<file path="src/rtl/hazard_stall_ctrl_pkg.sv">
// hazard_stall_ctrl_pkg: shared pipeline constants for the stall controller
package hazard_stall_ctrl_pkg;
   localparam int REG_W        = 5;
   localparam int T_W          = 2;
   localparam logic [T_W-1:0] TUSE_NONE = 2'd3;
   localparam int MULT_CYC_DEF = 5;
   localparam int DIV_CYC_DEF  = 10;
   localparam int MD_CNT_W     = 4;
endpackage

</file>
<file path="src/rtl/hazard_stall_ctrl_md_busy_counter.sv">
// md_busy_counter: busy countdown and overlap flag for the shared HI/LO unit
module md_busy_counter
   import hazard_stall_ctrl_pkg::*;
#(
   parameter int MULT_CYC = MULT_CYC_DEF,
   parameter int DIV_CYC  = DIV_CYC_DEF
) (
   input  logic clk,
   input  logic reset,
   input  logic E_md_start,
   input  logic E_md_div,
   output logic md_busy,
   output logic md_overlap_err
);
   logic [MD_CNT_W-1:0] r_cnt;
   logic                r_err;
   logic                w_idle;
   logic [MD_CNT_W-1:0] w_cnt_nxt;
   assign w_idle = (r_cnt == '0);
   // a start while busy is ignored for loading; the countdown keeps going
   always_comb
      w_cnt_nxt = (E_md_start && w_idle) ? (E_md_div ? MD_CNT_W'(DIV_CYC) : MD_CNT_W'(MULT_CYC))
                : !w_idle ? r_cnt - MD_CNT_W'(1) : r_cnt;
   always_ff @(posedge clk) begin
      if (reset) begin
         r_cnt <= '0;
         r_err <= 1'b0;
      end else begin
         r_cnt <= w_cnt_nxt;
         r_err <= r_err | (E_md_start & !w_idle);
      end
   end
   assign md_busy        = E_md_start | !w_idle;
   assign md_overlap_err = r_err;
endmodule

</file>
<file path="src/rtl/hazard_stall_ctrl.sv">
// hazard_stall_ctrl: Tuse/Tnew dependency and mul/div-busy stall control for F/D and D/E
module hazard_stall_ctrl
   import hazard_stall_ctrl_pkg::*;
#(
   parameter int MULT_CYC = MULT_CYC_DEF,
   parameter int DIV_CYC  = DIV_CYC_DEF
) (
   input  logic             clk,
   input  logic             reset,
   input  logic [REG_W-1:0] D_rs,
   input  logic [REG_W-1:0] D_rt,
   input  logic [T_W-1:0]   D_tuse_rs,
   input  logic [T_W-1:0]   D_tuse_rt,
   input  logic             D_is_md,
   input  logic [REG_W-1:0] E_wa,
   input  logic [REG_W-1:0] M_wa,
   input  logic [T_W-1:0]   E_tnew,
   input  logic [T_W-1:0]   M_tnew,
   input  logic             E_md_start,
   input  logic             E_md_div,
   output logic             stall,
   output logic             PC_en,
   output logic             FD_en,
   output logic             DE_clr,
   output logic             md_busy,
   output logic             md_overlap_err,
   output logic [31:0]      stall_cycles
);
   logic        w_stall_rs, w_stall_rt, w_stall_md, w_md_busy;
   logic [31:0] r_stall_cycles;
   md_busy_counter #(.MULT_CYC(MULT_CYC), .DIV_CYC(DIV_CYC)) u_md (
      .clk(clk),
      .reset(reset),
      .E_md_start(E_md_start),
      .E_md_div(E_md_div),
      .md_busy(w_md_busy),
      .md_overlap_err(md_overlap_err)
   );
   // $0 is hardwired, so a match against it is never a real dependency
   always_comb begin
      w_stall_rs = (D_rs != '0) & ((D_rs == E_wa & E_tnew > D_tuse_rs) | (D_rs == M_wa & M_tnew > D_tuse_rs));
      w_stall_rt = (D_rt != '0) & ((D_rt == E_wa & E_tnew > D_tuse_rt) | (D_rt == M_wa & M_tnew > D_tuse_rt));
      w_stall_md = D_is_md & w_md_busy;
   end
   always_ff @(posedge clk) begin
      if (reset) r_stall_cycles <= '0;
      else if (stall) r_stall_cycles <= r_stall_cycles + 32'd1;
   end
   assign stall        = w_stall_rs | w_stall_rt | w_stall_md;
   assign PC_en        = !stall;
   assign FD_en        = !stall;
   assign DE_clr       = stall;
   assign md_busy      = w_md_busy;
   assign stall_cycles = r_stall_cycles;
endmodule

</file>
<file path="config.mk">
export PLATFORM = sky130hd
export DESIGN_NAME = hazard_stall_ctrl
export DESIGN_NICKNAME = d
export VERILOG_FILES = /design/src/rtl/hazard_stall_ctrl_pkg.sv /design/src/rtl/hazard_stall_ctrl_md_busy_counter.sv /design/src/rtl/hazard_stall_ctrl.sv
export SDC_FILE = /design/constraint.sdc
export NUM_CORES = 1
export LEC_CHECK = 0
export ABC_AREA = 0
export CAP_MARGIN = 40
export CORE_MARGIN = 5
export CORE_UTILIZATION = 40
export CTS_BUF_LIST = sky130_fd_sc_hd__clkbuf_4
export DETAILED_ROUTE_END_ITERATION = 10
export PLACE_DENSITY_LB_ADDON = 0.08
export REMOVE_ABC_BUFFERS = 1
export SLEW_MARGIN = 10
export SYNTH_ARGS = -nofsm -noshare
export SYNTH_HDL_FRONTEND = slang
export SYNTH_SLANG_ARGS = --single-unit
</file>
<file path="constraint.sdc">
create_clock -name clk -period 4.4 [get_ports clk]
set_clock_uncertainty 0.05 [all_clocks]
set_input_delay 1.1 -clock clk [delete_from_list [all_inputs] [get_ports clk]]
set_output_delay 1.1 -clock clk [all_outputs]
set_load 0.02 [all_outputs]
</file>
==> results.sh <==
export IMPL_outcome="finished, final reports clean"
export IMPL_pre_cts_slack_ns=-0.292
export IMPL_syn2layout_area_growth_pct=37.7
export IMPL_rows=27
export IMPL_p_leak_nw=1.09
export IMPL_hpwl_um=4550
export IMPL_num_vias=2178
export IMPL_wire_per_inst_um=14.1
export IMPL_crit_arrival_ns=3.11
export IMPL_ir_worst_vdd_mv=0.174
export IMPL_synth_edf_count=0
export IMPL_r2r_start="u_md.r_cnt[0]$_SDFFE_PP0P_"
export IMPL_end_kind="output port"
export IMPL_portBuffers=70
export IMPL_postSynthCellCount=270
export IMPL_synth_top_cell_area_share_pct=32.2
export IMPL_ant_nets=0
export IMPL_first_global_vias=2055
export IMPL_post_cts_setup_buffers=0
export IMPL_ff2ff_path_depth=11
export IMPL_wl_met1_um=2720
export IMPL_yosys_area_top_type="dfxtp_1"
export IMPL_dr_wl_met3_um=416
export IMPL_die_height_um=85.9
export IMPL_r2r_end="stall_cycles[28]$_SDFFE_PP0P_"
export IMPL_maxSlewViolCount=0
export IMPL_fin_area_um2=3170
export IMPL_clkLatencyLatePin_ns=0.34
export IMPL_total_power_mw=0.859
export IMPL_synth_cell_types=49
export IMPL_ys_async_sr_fraction_pct=0
export IMPL_viasPerCell=5.16
export IMPL_grt_usage_pct=16.7
export IMPL_route_detailed_drc=0
export IMPL_core_area_um2=5540
export IMPL_initialDrtViolationCount=74
export IMPL_ys_ff_latch=37
export IMPL_gp_congestion=0.844
export IMPL_drive_gt1_share_pct=12.0
export IMPL_hold_viol=0
export IMPL_hold_end="u_md.md_overlap_err$_SDFF_PP0_"
export IMPL_r2r_slack_ns=1.73
export IMPL_fp_dieW_um=85.9
export IMPL_cp_max_fo=4
export IMPL_setup_ws_ns=0.140
export IMPL_grt_first_pass_wirelength_um=9940
export IMPL_max_freq_mhz=235
export IMPL_min_from="u_md.md_overlap_err$_SDFF_PP0_"
export IMPL_crit_type="input pin to output port"
export IMPL_cts_buffer_depth=2
export IMPL_post_route_period_util_pct=96.8
export IMPL_syn_avg_cell_area_um2=8.53
export IMPL_wl_um=5970
export IMPL_first_pass_iters=4
export IMPL_syn_cell_area_um2=2300
export IMPL_dr_max_layer_used="met4"
export IMPL_worst_pin_slew_ns=0.684
export IMPL_dieArea_um2=7380
export IMPL_antenna_cells=0
export IMPL_hold_depth=2
export IMPL_dpl_cell_area_um2=3140
export IMPL_regArea_um2=741
export IMPL_multi_input_area_um2=1440
export IMPL_utilization_pct=57.2
export IMPL_met2WireLength_um=2770
export IMPL_ys_flop_type="dfxtp_1"
export IMPL_yosysWarnings=0
export IMPL_grt_max_degree=26
export IMPL_cts_sinks=37
export IMPL_p_per_area_nw_per_um2=271
export IMPL_required_ns=3.25
export IMPL_initial_core_util_pct=41.6
export IMPL_synthTopCellsByArea="dfxtp_1 32%, xnor2_1 13%, ha_1 6.0%"
export IMPL_numCtsBuffers=5
export IMPL_hold_class="flip-flop to flip-flop"
export IMPL_cts_reportedPaths_clkPinSlew_ns=0.12
export IMPL_h_tree_depth=2
export IMPL_timing_slew_headroom_pct=54.2
export IMPL_grt_setup_unrepaired="no"
export IMPL_fin_crit_ns=4.26
export IMPL_seq_area_frac_synth_pct=32.2
export IMPL_boundaryPins=71
export IMPL_cts_tree="yes"
export IMPL_drv_cap=0
export IMPL_crit_path_start_kind="input pin"
export IMPL_grt_overflow=0
export IMPL_fillers=533
export IMPL_root_buffer="clkbuf_4"
export IMPL_nets=394
export IMPL_setup_violations=0
export IMPL_antenna_found_initial=0
-- cells in the mapped netlist, types with 2 or more instances --
cell type,n
dfxtp_1,37
xnor2_1,33
nor2_1,24
a21oi_1,21
nand2_1,21
inv_1,12
ha_1,11
nand3_1,10
or4_1,8
o31ai_1,7
nand4_1,6
o21ai_0,6
xor2_1,6
clkbuf_1,5
a2111oi_0,4
a21boi_0,4
nor2b_1,4
or3_1,4
and3_2,3
buf_2,3
o22ai_1,3
a211oi_1,2
a311oi_1,2
a31oi_1,2
and3_1,2
buf_4,2
buf_6,2
nor3_1,2
nor4_2,2
or2_2,2
or3_2,2
-- worst max-delay path: stages --
cell             delay [ns]
clkdlybuf4s50_1        0.45
inv_1                  0.05
ha_1                   0.30
nand2_1                0.09
nand4_1                0.12
nor4_2                 0.34
o22ai_1                0.14
and3_1                 0.26
inv_1                  0.09
clkbuf_2               0.17
-- layer usage --
metal	vias to the layer above	global-route usage (%)
met5	-	0
met4	0	4.75
met3	4	4.90
met2	56	26.2
met1	990	22.4
li1	1128	-
-- flip-flops by register name (all words and copies together), names as in the netlist --
register and count:
stall_cycles 32, u_md.r_cnt 4, u_md.md_overlap_err 1
-- cells by family (layout without fill, tap and decap cells) --
| group | count (synthesis) | after routing | share of synthesized area, % |
|---|---|---|---|
| simple gates | 100 | 100 | 25.1 |
| flops | 37 | 37 | 32.2 |
| fa+ha+maj | 11 | 11 | 5.97 |
| mux | 2 | 2 | 0.923 |
| xor+xnor | 39 | 39 | 14.8 |
| buf+inv | 25 | 105 | 5.27 |
| compound gates | 56 | 56 | 15.7 |
-- layout make-up --
class | instances | share of cell area [%]
tap | 72 | 2.84
timing repair buffer | 86 | 25.2
inverter | 12 | 1.42
clock buffer | 6 | 1.42
clock inverter | 1 | 0.276
multi-input combinational | 208 | 45.4
sequential | 37 | 23.4
-- per-stage QoR --
stage               TNS, ns  hold slack, ns  instances
floorplan                 0           0.464        257
global placement     -0.792           0.400        415
detailed placement   -0.933           0.403        415
CTS                       0           0.433        422
global route              0           0.447        422
finish                    0           0.431        422
-- where the power goes --
group	leakage [nW]	internal, mW	switching, mW
Combinational	0.755	0.137	0.156
Clock	0.0317	0.0670	0.118
Sequential	0.300	0.360	0.0213
-- what timing repair did --
| action | 4_1_cts | 5_1_grt |
|---|---|---|
| setup endpoints to repair | 4 | 4 |
| resized for setup | 6 | 6 |
| pin swaps | 0 | 1 |
| hold buffers | 0 | 0 |
| cloned | 0 | 0 |
-- placed cells by master, fill, tap and decap left out, types with 7 or more instances in the layout --
cell and count:
a21oi_1 21, buf_4 16, clkdlybuf4s50_1 66, dfxtp_1 37, ha_1 11, inv_1 12, nand2_1 21, nand3_1 10
nor2_1 24, o31ai_1 7, or4_1 8, xnor2_1 33
-- worst max path at each step --
stage            startpoint  endpoint  cells after the start
5_1_grt        D_tuse_rs[1]     stall                     10
2_1_floorplan  D_tuse_rt[1]    DE_clr                      8
6_report       D_tuse_rs[1]     stall                     10
3_3_place_gp   D_tuse_rs[1]     stall                     10
3_5_place_dp   D_tuse_rs[1]     stall                     10
4_1_cts        D_tuse_rs[1]     stall                     10
Power figures use the tool's default switching activity.
